===== src/rtl/uart_rx.sv =====
// 8N1 UART receiver: 2-flop synchronizer, registered falling-edge detect, mid-bit sampling FSM.
// Optional `define UART_RX_MAJORITY_EN: every sample point uses the 2-of-3 majority of the last three synchronized values.
module uart_rx #(
    parameter int CLK_FREQ  = 80_000_000,
    parameter int BAUD_RATE = 115200
) (
    input  logic       i_clk,
    input  logic       i_rst_n,
    input  logic       i_rx,
    output logic [7:0] o_data,
    output logic       o_rx_valid,
    output logic       o_frame_err,
    output logic       o_rx_busy,
    output logic [1:0] o_state_debug
);

    localparam int BIT_TIME = (CLK_FREQ + BAUD_RATE / 2) / BAUD_RATE;
    localparam int HALF     = BIT_TIME / 2;
    localparam int CNT_W    = $clog2(BIT_TIME) + 1;

    localparam logic [CNT_W-1:0] BIT_LAST  = CNT_W'(BIT_TIME - 1);
    localparam logic [CNT_W-1:0] HALF_LAST = CNT_W'(HALF - 1);

    typedef enum logic [1:0] {
        IDLE      = 2'd0,
        START     = 2'd1,
        READ_DATA = 2'd2,
        STOP      = 2'd3
    } state_t;

    state_t           state_q, state_d;
    logic [CNT_W-1:0] cnt_q, cnt_d;
    logic [2:0]       bit_idx_q, bit_idx_d;
    logic [7:0]       shift_q, shift_d;
    logic [7:0]       data_q, data_d;
    logic             valid_q, valid_d;
    logic             ferr_q, ferr_d;
    logic             sync1_q, sync2_q, prev_q, fall_q;
    logic             fall_d;
    logic             sample_bit;

`ifdef UART_RX_MAJORITY_EN
    logic prev2_q;

    assign sample_bit = (sync2_q & prev_q) | (sync2_q & prev2_q) | (prev_q & prev2_q);
`else
    assign sample_bit = sync2_q;
`endif

    // Edge flag is registered so the FSM sees a single clean start event even when IDLE is re-entered.
    assign fall_d = prev_q & ~sync2_q;

    always_comb begin
        state_d   = state_q;
        cnt_d     = cnt_q + CNT_W'(1);
        bit_idx_d = bit_idx_q;
        shift_d   = shift_q;
        data_d    = data_q;
        valid_d   = 1'b0;
        ferr_d    = 1'b0;
        case (state_q)
            IDLE: begin
                cnt_d = '0;
                if (fall_q) begin
                    state_d = START;
                end
            end
            START: begin
                if (cnt_q == HALF_LAST) begin
                    cnt_d     = '0;
                    bit_idx_d = 3'd0;
                    state_d   = sample_bit ? IDLE : READ_DATA;
                end
            end
            READ_DATA: begin
                if (cnt_q == BIT_LAST) begin
                    cnt_d     = '0;
                    shift_d   = {sample_bit, shift_q[7:1]};
                    bit_idx_d = bit_idx_q + 3'd1;
                    if (bit_idx_q == 3'd7) begin
                        state_d = STOP;
                    end
                end
            end
            STOP: begin
                if (cnt_q == BIT_LAST) begin
                    cnt_d   = '0;
                    state_d = IDLE;
                    if (sample_bit) begin
                        data_d  = shift_q;
                        valid_d = 1'b1;
                    end else begin
                        ferr_d = 1'b1;
                    end
                end
            end
            default: begin
                cnt_d   = '0;
                state_d = IDLE;
            end
        endcase
    end

    always_ff @(posedge i_clk) begin
        if (!i_rst_n) begin
            state_q   <= IDLE;
            cnt_q     <= '0;
            bit_idx_q <= 3'd0;
            shift_q   <= 8'h00;
            data_q    <= 8'h00;
            valid_q   <= 1'b0;
            ferr_q    <= 1'b0;
            sync1_q   <= 1'b1;
            sync2_q   <= 1'b1;
            prev_q    <= 1'b1;
            fall_q    <= 1'b0;
`ifdef UART_RX_MAJORITY_EN
            prev2_q   <= 1'b1;
`endif
        end else begin
            state_q   <= state_d;
            cnt_q     <= cnt_d;
            bit_idx_q <= bit_idx_d;
            shift_q   <= shift_d;
            data_q    <= data_d;
            valid_q   <= valid_d;
            ferr_q    <= ferr_d;
            sync1_q   <= i_rx;
            sync2_q   <= sync1_q;
            prev_q    <= sync2_q;
            fall_q    <= fall_d;
`ifdef UART_RX_MAJORITY_EN
            prev2_q   <= prev_q;
`endif
        end
    end

    assign o_data        = data_q;
    assign o_rx_valid    = valid_q;
    assign o_frame_err   = ferr_q;
    assign o_rx_busy     = (state_q != IDLE);
    assign o_state_debug = state_q;

endmodule


===== config.mk =====
export PLATFORM = sky130hd
export DESIGN_NAME = uart_rx
export DESIGN_NICKNAME = d
export VERILOG_FILES = /design/src/rtl/uart_rx.sv
export SDC_FILE = /design/constraint.sdc
export NUM_CORES = 1
export LEC_CHECK = 0
export BUFFER_PORTS_ARGS = -buffer_cell sky130_fd_sc_hd__buf_2
export CORE_AREA = 3 3 69 71
export CTS_CLUSTER_SIZE = 40
export DETAILED_ROUTE_END_ITERATION = 12
export DIE_AREA = 0 0 72 74
export GPL_ROUTABILITY_DRIVEN = 0
export GPL_TIMING_DRIVEN = 1
export SLEW_MARGIN = 10
export SYNTH_ARGS = -nofsm -noshare
export SYNTH_HDL_FRONTEND = slang
export SYNTH_SLANG_ARGS = --single-unit
export TNS_END_PERCENT = 5

===== constraint.sdc =====
create_clock -name i_clk -period 1.8 [get_ports i_clk]
set_input_delay 0.36 -clock i_clk [delete_from_list [all_inputs] [get_ports i_clk]]
set_output_delay 0.36 -clock i_clk [all_outputs]
set_load 0.03 [all_outputs]

==> impl_results.md, run 1 <==
* Met1 usage at 16.6%
* # rows at 24
* Fin Hold WS at 0.257 ns
* CP Capture Point: o_state_debug[0]
* CTS sink cnt at 38
* Gr usage total at 12.6%
* Post-Syn Area at 1650 um^2
* CTS resizes at 0
* CTS max path bufs at 2
* Run status: finished, final reports clean
* Crit path time final at 1.60 ns
* Final HPWL from detailed placement at 2.05 mm
* Adder-cell share of the synthesized area at 3.78%
* Util after Layout at 44.2%
* Setup CP Type: reg2reg
* Clock root cell: clkbuf_8
* FF+latch count, synth at 38
* Post-synthesis xor/xnor area fraction at 4.77%
* Met3 Resource Use GR at 4.05%
* Synth Area in Compound Gates at 7.03%
* Hold buffers post-CTS at 0
* Initial antenna violation count at 0
* Largest family of logic cells by synthesized area: simple AND/OR/NAND/NOR gates
* Routed WL per cell at 11.6 um
* Critical Path RT at 1.97 ns
* Max-Cap Viols at 0
* Final Total Pwr at 1550 uW
* Vias in the first global route at 1,127
* Data arrival, critical path at 1.77 ns
* Synth warn at 0
* R2R cell count at 6
* Slew HR at 75.7%
* Share of cells above drive strength 1 at 19.2%
* Largest fanout on the critical path at 10
* RSZ-0062 raised after global routing: no
* Pleak at 0.000712 uW
* Worst min path class: in2reg
* Initial Util at 38.5%
* Syn_nets at 186
* Critical R2R Launch: cnt_q[1]
* Die area at 5330 um^2
* Avg Cell Area, Syn at 9.29 um^2
* Final Hold Vio Count at 0
* Post-synthesis simple-gate area fraction at 29.3%
* Pwr/cell area at 819 nW/um^2
* M2 GR Usage at 18.6%
* Reg2reg end: o_state_debug[0]
* DR vias at 1,219
* Peak VDD IR at 0.434 mV
* Fillers at 415
* Seq/Total Area, Yosys at 46.0%
* Final setup viols at 0
* Worst Setup Start Kind: flop
* R2r setup slk at 0.20 ns
* Total I/O pin count at 16
* Synth Instances at 178
* Slew Viols, Final at 0
* CTS tree: done
* Drt pass-1 iters at 4
* Final period util at 88.7%
* Via-to-Cell Ratio at 4.88
* GRT Residual Overflow at 0
* Pin count of the biggest net entering global routing at 32
* Antenna-violating nets left at 0
* Drt total wl at 2.89 mm
* Global route hottest layer: met2
* Die width at 72 um
* Distinct cell type count after synthesis at 34
* IO buf count at 15
* CP startpoint: cnt_q[1]
* Area delta synth->final at 14.7%
* # DRC at 0
* Die height at 74 um
* Clk Latency, worst-skew pair at 0.28 ns
* Mux contribution to synthesized area at 5.45%
* CTS buffer count at 5
* First-pass GRT wire length at 5.20 mm
* Number of diodes at 0
* Worst Setup End Kind: flop
* Setup TNS Final at 0 ns
* Clk slew on worst S/H paths at 0.07 ns
* FMAX at 627 MHz
* CORE AREA at 4290 um^2
* Clock skew at 0.00237 ns
* Nets at 205
* H-tree levels at 2
* First DRT Iteration DRCs at 60
* Hold Path Stages at 2
* Worst-Margin Slew at 0.363 ns
* Post-CTS Setup Inserts at 0
==> registers in the layout, summed over array words and instances (netlist names), 3 cells and up, named ones only <==
signal and cells:
cnt_q 11, o_data 8, shift_q 8, bit_idx_q 3
==> layout make-up <==
class | count | area (um^2) | share of cell area [%]
tap | 52 | 65.1 | 3.43
inverter | 4 | 15.0 | 0.792
multi-input combinational | 128 | 833 | 43.9
clock buffer | 8 | 110 | 5.80
sequential | 38 | 761 | 40.1
timing repair buffer | 20 | 113 | 5.94
==> cells in the mapped netlist, drive strengths merged <==
| master | number | area [um^2] |
|---|---|---|
| nand4 | 6 | 37.5 |
| o2bb2ai | 1 | 8.76 |
| nand2b | 3 | 18.8 |
| o22ai | 2 | 12.5 |
| inv | 4 | 15.0 |
| or2 | 2 | 12.5 |
| ha | 5 | 62.6 |
| a21oi | 1 | 5.00 |
| and3 | 3 | 18.8 |
| and2 | 4 | 25.0 |
| buf | 4 | 31.3 |
| nor2 | 14 | 68.8 |
| a32oi | 2 | 25.0 |
| clkbuf | 4 | 15.0 |
| nand3 | 15 | 87.6 |
| a21boi | 8 | 60.1 |
| nand2 | 33 | 124 |
| mux2i | 9 | 90.1 |
| xor2 | 4 | 35.0 |
| o21ai | 1 | 5.00 |
| and4bb | 2 | 28.8 |
| dfxtp | 38 | 761 |
| nor4b | 2 | 23.8 |
| nor3 | 3 | 20.0 |
| xnor2 | 5 | 43.8 |
| nor2b | 3 | 18.8 |
==> metrics by stage <==
stage	std cells	setup slack, ns	cell area (um^2)
floorplan	178	0.313	1650
global placement	242	0.198	1790
detailed placement	242	0.132	1790
CTS	250	0.116	1900
global route	250	0.0925	1900
finish	250	0.204	1900
==> worst min-delay path by stage <==
stage               startpoint          to  slack [ns]
finish                    i_rx     sync1_q        0.26
global route              i_rx     sync1_q        0.28
CTS                       i_rx     sync1_q        0.25
detailed placement     sync1_q  sample_bit        0.39
global placement       sync1_q  sample_bit        0.39
floorplan              sync1_q  sample_bit        0.39
==> where the power goes <==
part	total (uW)	leakage [uW]	internal, uW	switching (uW)
combinational	32.2	0.000347	12.0	20.2
sequential	848	0.000307	845	3.54
clock	673	0.0000575	387	286
total	1550	0.000712	1240	310
==> worst max-delay path, cell delays in order (launching register included) <==
cell	delay, ns
dfxtp_1	0.40
inv_1	0.06
ha_1	0.17
and4bb_2	0.27
and3_2	0.28
a32oi_1	0.22
a21oi_1	0.08
==> cell families (layout without fill, tap and decap cells) <==
| logic type | Yosys count | after routing |
|---|---|---|
| and+or+nand+nor | 90 | 90 |
| DFF | 38 | 38 |
| AOI/OAI and AO/OA | 15 | 15 |
| buffers and inverters | 12 | 32 |
| xor gates and xnor gates | 9 | 9 |
| muxes | 9 | 9 |
| adders and majority gates | 5 | 5 |
==> routing by layer <==
layer | vias up | wire, um | part of all wire (%)
met3 | 4 | 163 | 5.6
met1 | 544 | 1460 | 50
met5 | - | 0 | 0
li1 | 642 | - | -
met2 | 29 | 1210 | 42
met4 | 0 | 58 | 2.0
==> cells in the final DEF (no fill, tap or decap), types with 2 or more instances in the layout <==
cell type / netlist / layout
and2_1: 4 / 4
and3_1: 3 / 2
inv_1: 4 / 4
nor2b_1: 3 / 3
or2_2: 2 / 2
ha_1: 5 / 5
a21boi_1: 8 / 8
xnor2_1: 5 / 5
buf_2: 1 / 15
nand2_1: 33 / 33
dfxtp_1: 38 / 38
nor2_1: 13 / 13
buf_4: 2 / 5
nand4_1: 6 / 6
mux2i_1: 9 / 9
clkbuf_8: 0 / 8
nand2b_1: 3 / 3
o22ai_1: 2 / 2
nor3_1: 2 / 2
nand3_1: 14 / 14
xor2_1: 4 / 4
Power figures use the tool's default switching activity.
==> inputs of run 2 (changes only) <==
Settings changed: CORE_AREA 3 3 69 71 to 3 3 62 64, DIE_AREA 0 0 72 74 to 0 0 65 67, PLACE_DENSITY set to 0.67, REMOVE_ABC_BUFFERS set to 1.
==> run 2 against run 1 <==
  * Register-to-register slack worse by 0.02 ns
  * Core utilization is 11 points higher
  * Non-clock buffer count decreased by 1
  * Design area fell by 3.2%
  * Sequential power barely moved
  * Flip-flop and latch count unchanged
  * Final cell count down 2.8%
  * Hold slack worse by 0.063 ns
  * Total power decreased by 13%
  * Clock power fell by 31%
==> impl_results.md, run 2 (synthesis gave the netlist of run 1 again) <==
* Data arrival, critical path at 1.85 ns (+0.08 ns)
* Largest fanout on the critical path at 10 (unchanged)
* Die height at 67 um (-9.5%)
* Vias in the first global route at 1,189 (+5.5%)
* Worst Setup Start Kind: flop
* DR WL met2 at 1.36 mm (+12%)
* DR vias at 1,267 (+3.9%)
* Gr usage total at 15.5% (+2.9 points)
* Area of the multi-input gates at 833 um^2 (unchanged)
* Initial antenna violation count at 0 (unchanged)
* Area delta synth->final at 11.0%
* Total I/O pin count at 16 (unchanged)
* Pleak at 0.000683 uW (-4.0%)
* Crit path time final at 1.61 ns (+0.0163 ns)
* Gate power share at 2.3% (+0.2 points)
* CORE AREA at 3340 um^2 (-22%)
* Clk Latency, worst-skew pair at 0.35 ns (+0.07 ns)
* Nets at 204 (-0.49%)
* M1 wire length at 1.37 mm (-6.0%)
* Peak VDD IR at 0.416 mV (-4.1%)
* Post-CTS Setup Inserts at 0 (unchanged)
* Clk slew on worst S/H paths at 0.11 ns (+0.04 ns)
* CTS sink cnt at 38 (unchanged)
* # rows at 21 (-13%)
* Die area at 4360 um^2 (-18%)
* CTS resizes at 0 (unchanged)
* Worst-Margin Slew at 0.356 ns (-0.00653 ns)
* Pint at 1040 uW (-16%)
* Worst Setup End Kind: flop
* H-tree levels at 2 (unchanged)
* Worst-path cell chain: inv_1, ha_1, and4bb_2, and3_2, a32oi_1, a21oi_1
* Number of diodes at 0 (unchanged)
* Sw frac at 22.4% (+2.4 points)
* First-pass GRT wire length at 5.20 mm (unchanged)
* # DRC at 0 (unchanged)
* Final Hold Vio Count at 0 (unchanged)
* Setup TNS Final at 0 ns (unchanged)
* Max-Cap Viols at 0 (unchanged)
* Drt pass-1 iters at 4 (unchanged)
* Clk pwr share at 34.6% (-8.7 points)
* Clock skew at 0.0165 ns (+0.0142 ns)
* Crit-path slowest cell: dfxtp_1
* Switching Power at 301 uW (-2.8%)
* Most common cell after layout, fill and taps aside: dfxtp_1
* Run status: finished, final reports clean
* FMAX at 620 MHz (-1.0%)
* Slew Viols, Final at 0 (unchanged)
* Pin count of the biggest net entering global routing at 28 (-13%)
* Antenna-violating nets left at 0 (unchanged)
* Met3 routed WL at 136 um (-17%)
* Reg power frac at 63.0% (+8.4 points)
* GRT Residual Overflow at 0 (unchanged)
* Highest metal used: met4
* RSZ-0062 raised after global routing: no
* Fin area at 1840 um^2 (-3.2%)
* IO buf count at 15 (unchanged)
* Fillers at 323 (-22%)
* Biggest register: cnt_q
* Via-to-Cell Ratio at 5.21 (+6.9%)
* CTS tree: done
* Crit-path max cell delay at 0.42 ns (+0.02 ns)
* Die width at 65 um (-9.7%)
* Final period util at 89.6% (+0.90 points)
* Initial Util at 49.6% (+11 points)
* First DRT Iteration DRCs at 74 (+23%)
* Max FFs per register at 11 (unchanged)
* Pwr/cell area at 733 nW/um^2 (-10%)
* Routed WL per cell at 12.0 um (+3.5%)
* CTS max path bufs at 2 (unchanged)
* Placed cell areas at 1770 um^2 (-0.84%)
* Hold buffers post-CTS at 0 (unchanged)
* Fin Hold WS at 0.194 ns (-0.0627 ns)
* CTS buffer count at 5 (unchanged)
* Share of cells above drive strength 1 at 18.8% (-0.41 points)
* Worst min path class: in2reg
* Final HPWL from detailed placement at 2.10 mm (+2.3%)
* Final setup viols at 0 (unchanged)
* Reg area at 761 um^2 (unchanged)
* Highest-count cells in the layout ignoring fill and taps: 38 x dfxtp_1, 33 x nand2_1, 15 x buf_2, 14 x nand3_1, 13 x nor2_1
* Slew HR at 76.2% (+0.44 points)
* Critical Path RT at 2.04 ns (+0.07 ns)
* Clock root cell: clkbuf_4
* Setup CP Type: reg2reg
* Drt total wl at 2.91 mm (+0.59%)
## run 2: cell types whose count changed in the layout (fill, tap and decap cells not counted), sizes merged
cell      delta
clkinvlp     +1
clkbuf       -2
clkinv       +1
buf          -1
## run 2: worst paths after layout
kind	from	to	slack, ns	depth (start not counted)
max reg2reg	cnt_q[1]	o_state_debug[0]	0.19	6
min reg2reg	sync1_q	sample_bit	0.42	1
min	i_rx	sync1_q	0.19	2
max	cnt_q[1]	o_state_debug[0]	0.19	6
## run 2: cell type report
cell class | instances | share of cell area [%]
timing repair buffer | 19 | 5.73
tap | 46 | 3.14
clock inverter | 2 | 0.682
inverter | 4 | 0.818
sequential | 38 | 41.4
multi-input combinational | 128 | 45.4
clock buffer | 6 | 2.79
## run 2: per-stage QoR
| stage | instances | setup WS, ns | total power (uW) | util (%) |
|---|---|---|---|---|
| floorplan | 170 | 0.0774 | 881 | - |
| global placement | 235 | 0.212 | 898 | 53.1 |
| detailed placement | 235 | 0.136 | 900 | 53.1 |
| CTS | 243 | 0.128 | 1360 | 55.0 |
| global route | 243 | 0.0610 | 1410 | 55.0 |
| finish | 243 | 0.188 | 1350 | 55.0 |
## run 2: critical path: cells and delay by family, from the launching register on
kind / cells / cell delay (ns)
simple gates: 2 / 0.55
fa+ha+maj: 1 / 0.17
compound gates: 2 / 0.30
flops: 1 / 0.42
buf+inv: 1 / 0.06
## run 2: power by group through the flow
stage	Combinational, uW	Sequential, uW	Clock [uW]
floorplan	12.7	868	0
global route	34.9	850	524
global placement	30.9	867	0
finish	31.5	848	466
CTS	32.1	848	484
detailed placement	32.1	867	0
## run 2: routing by layer
metal | vias up | GRT usage (%)
met5 | - | 0
li1 | 643 | -
met2 | 21 | 24.0
met4 | 0 | 5.54
met1 | 598 | 19.9
met3 | 5 | 5.40
==> inputs of run 3 (changes only) <==
Settings changed: BUFFER_PORTS_ARGS -buffer_cell sky130_fd_sc_hd__buf_2 to not set, DONT_BUFFER_PORTS set to 1, PLACE_DENSITY 0.67 to not set.
==> run 3 against run 2 <==
  * Flip-flop and latch count is the same
  * Die area did not move
  * Register-to-register slack worse by 0.06 ns
  * Critical path depth shrank 1
  * Hold slack worse by 0.12 ns
  * Routed wire length grew 0.52%
  * Final cell count fell by 6.2%
  * Largest power group unchanged
==> impl_results.md, run 3 (synthesis gave the netlist of run 1 again) <==
* CTS resizes at 0 (unchanged)
* Final setup viols at 0 (unchanged)
* Setup TNS Final at 0 ns (unchanged)
* GRT Residual Overflow at 0 (unchanged)
* CORE AREA at 3340 um^2 (unchanged)
* Worst Setup End Kind: flop
* Vias in the first global route at 1,124 (-5.5%)
* Pin count of the biggest net entering global routing at 38 (+36%)
* Crit path time final at 1.67 ns (+0.0599 ns)
* Antenna-violating nets left at 0 (unchanged)
* Clock root cell: clkbuf_4
* Worst Setup Start Kind: flop
* Worst-path cell chain: ha_1, and4bb_2, and3_1, nand2_1, o2bb2ai_1
* CTS max path bufs at 2 (unchanged)
* First DRT Iteration DRCs at 62 (-16%)
* Dpl ws at 0.151 ns (+0.0146 ns)
* Highest-count cells in the layout ignoring fill and taps: 38 x dfxtp_1, 33 x nand2_1, 14 x nand3_1, 13 x nor2_1, 9 x mux2i_1
* Die height at 67 um (unchanged)
* Die area at 4360 um^2 (unchanged)
* First-pass GRT wire length at 5.11 mm (-1.6%)
* Worst-Margin Slew at 0.371 ns (+0.0152 ns)
* Initial Util at 49.6% (unchanged)
* Share of cells above drive strength 1 at 11.5% (-7.2 points)
* Fillers at 323 (unchanged)
* Fin Hold WS at 0.0784 ns (-0.116 ns)
* Crit-path max cell delay at 0.43 ns (about the same)
* Max-Cap Viols at 0 (unchanged)
* CTS tree: done
* RSZ-0062 raised after global routing: no
* CTS buffer count at 5 (unchanged)
* Drt pass-1 iters at 4 (unchanged)
* Final HPWL from detailed placement at 2.07 mm (-1.4%)
* Pleak at 0.000619 uW (-9.3%)
* Slew HR at 75.2% (-1.0 points)
* Peak VDD IR at 0.508 mV (+22%)
* # DRC at 0 (unchanged)
* Final setup margin at 0.128 ns (-0.0599 ns)
* Gr usage total at 15.7% (+0.21 points)
* IO buf count at 0 (-15)
* Clk slew on worst S/H paths at 0.11 ns (about the same)
* Most common cell after layout, fill and taps aside: dfxtp_1
* Area delta synth->final at 7.87%
* Biggest register: cnt_q
* Number of diodes at 0 (unchanged)
* Hold Path Stages at 1 (-1)
* Total I/O pin count at 16 (unchanged)
* Post-CTS Setup Inserts at 0 (unchanged)
* Pwr/cell area at 820 nW/um^2 (+12%)
* Data arrival, critical path at 1.92 ns (+0.07 ns)
* Die width at 65 um (unchanged)
* Initial antenna violation count at 0 (unchanged)
* Final Hold Vio Count at 0 (unchanged)
* # rows at 21 (unchanged)
* Drt total wl at 2.92 mm (+0.52%)
* Setup CP Type: reg2reg
* Clk Latency, worst-skew pair at 0.35 ns (about the same)
* Run status: finished, final reports clean
* Crit-path slowest cell: dfxtp_1
* Critical Path RT at 2.05 ns (about the same)
* CTS sink cnt at 38 (unchanged)
* Via-to-Cell Ratio at 5.19 (-0.49%)
* Util after Layout at 53.5% (-1.5 points)
* DR vias at 1,183 (-6.6%)
* Nets at 190 (-6.9%)
* Final period util at 92.9% (+3.3 points)
* Routed WL per cell at 12.8 um (+7.1%)
* Largest fanout on the critical path at 10 (unchanged)
* Placed cell areas at 1700 um^2 (-3.8%)
* R2R cell count at 5 (-1)
* Slew Viols, Final at 0 (unchanged)
* FMAX at 598 MHz (-3.6%)
* Worst min path class: in2reg
* Fin area at 1780 um^2 (-2.8%)
* Max FFs per register at 11 (unchanged)
* Clock skew at 0.00439 ns (-0.0122 ns)
* Hold buffers post-CTS at 0 (unchanged)
* H-tree levels at 2 (unchanged)
run 3: through the flow:
| stage | power [uW] | std cells |
|---|---|---|
| 6_report | 1460 | 228 |
| 4_1_cts | 1470 | 228 |
| 3_5_place_dp | 885 | 221 |
| 5_1_grt | 1520 | 228 |
| 3_3_place_gp | 885 | 221 |
| 2_1_floorplan | 881 | 170 |
run 3: critical path: cells and delay by family, from the launching register on:
family	cells	cell delay (ns)
AND/OR/NAND/NOR	3	0.83
AO/OA/AOI/OAI	1	0.14
flip-flops	1	0.43
adder cells (fa/ha/maj)	1	0.17
run 3: per-layer routing:
metal	GRT usage, %	vias to the layer above	part of all wire (%)
met2	22.6	25	43
met3	4.89	8	4.1
met4	10.6	0	2.8
met1	20.0	541	50
li1	-	609	-
met5	0	-	0
run 3: area by class of cell:
class / instances / area, um^2 / share of cell area (%)
tap: 46 / 57.6 / 3.23
multi-input combinational: 128 / 832 / 46.6
inverter: 4 / 15.0 / 0.842
clock inverter: 1 / 30.0 / 1.68
timing repair buffer: 5 / 37.5 / 2.10
sequential: 38 / 761 / 42.6
clock buffer: 6 / 51.3 / 2.88
run 3: power by group:
group	internal [uW]	switching, uW	total (uW)
registers	845	3.25	848
clock network	323	275	598
logic	9.16	8.63	17.8
run 3: path summary, 6_finish.rpt:
kind / slack (ns) / from / to
worst max register to register: 0.13 / cnt_q[0] / flop
worst min-delay path: 0.08 / i_rst_n / sync1_q
worst min register to register: 0.42 / sync1_q / sample_bit
worst max-delay path: 0.13 / cnt_q[0] / flop
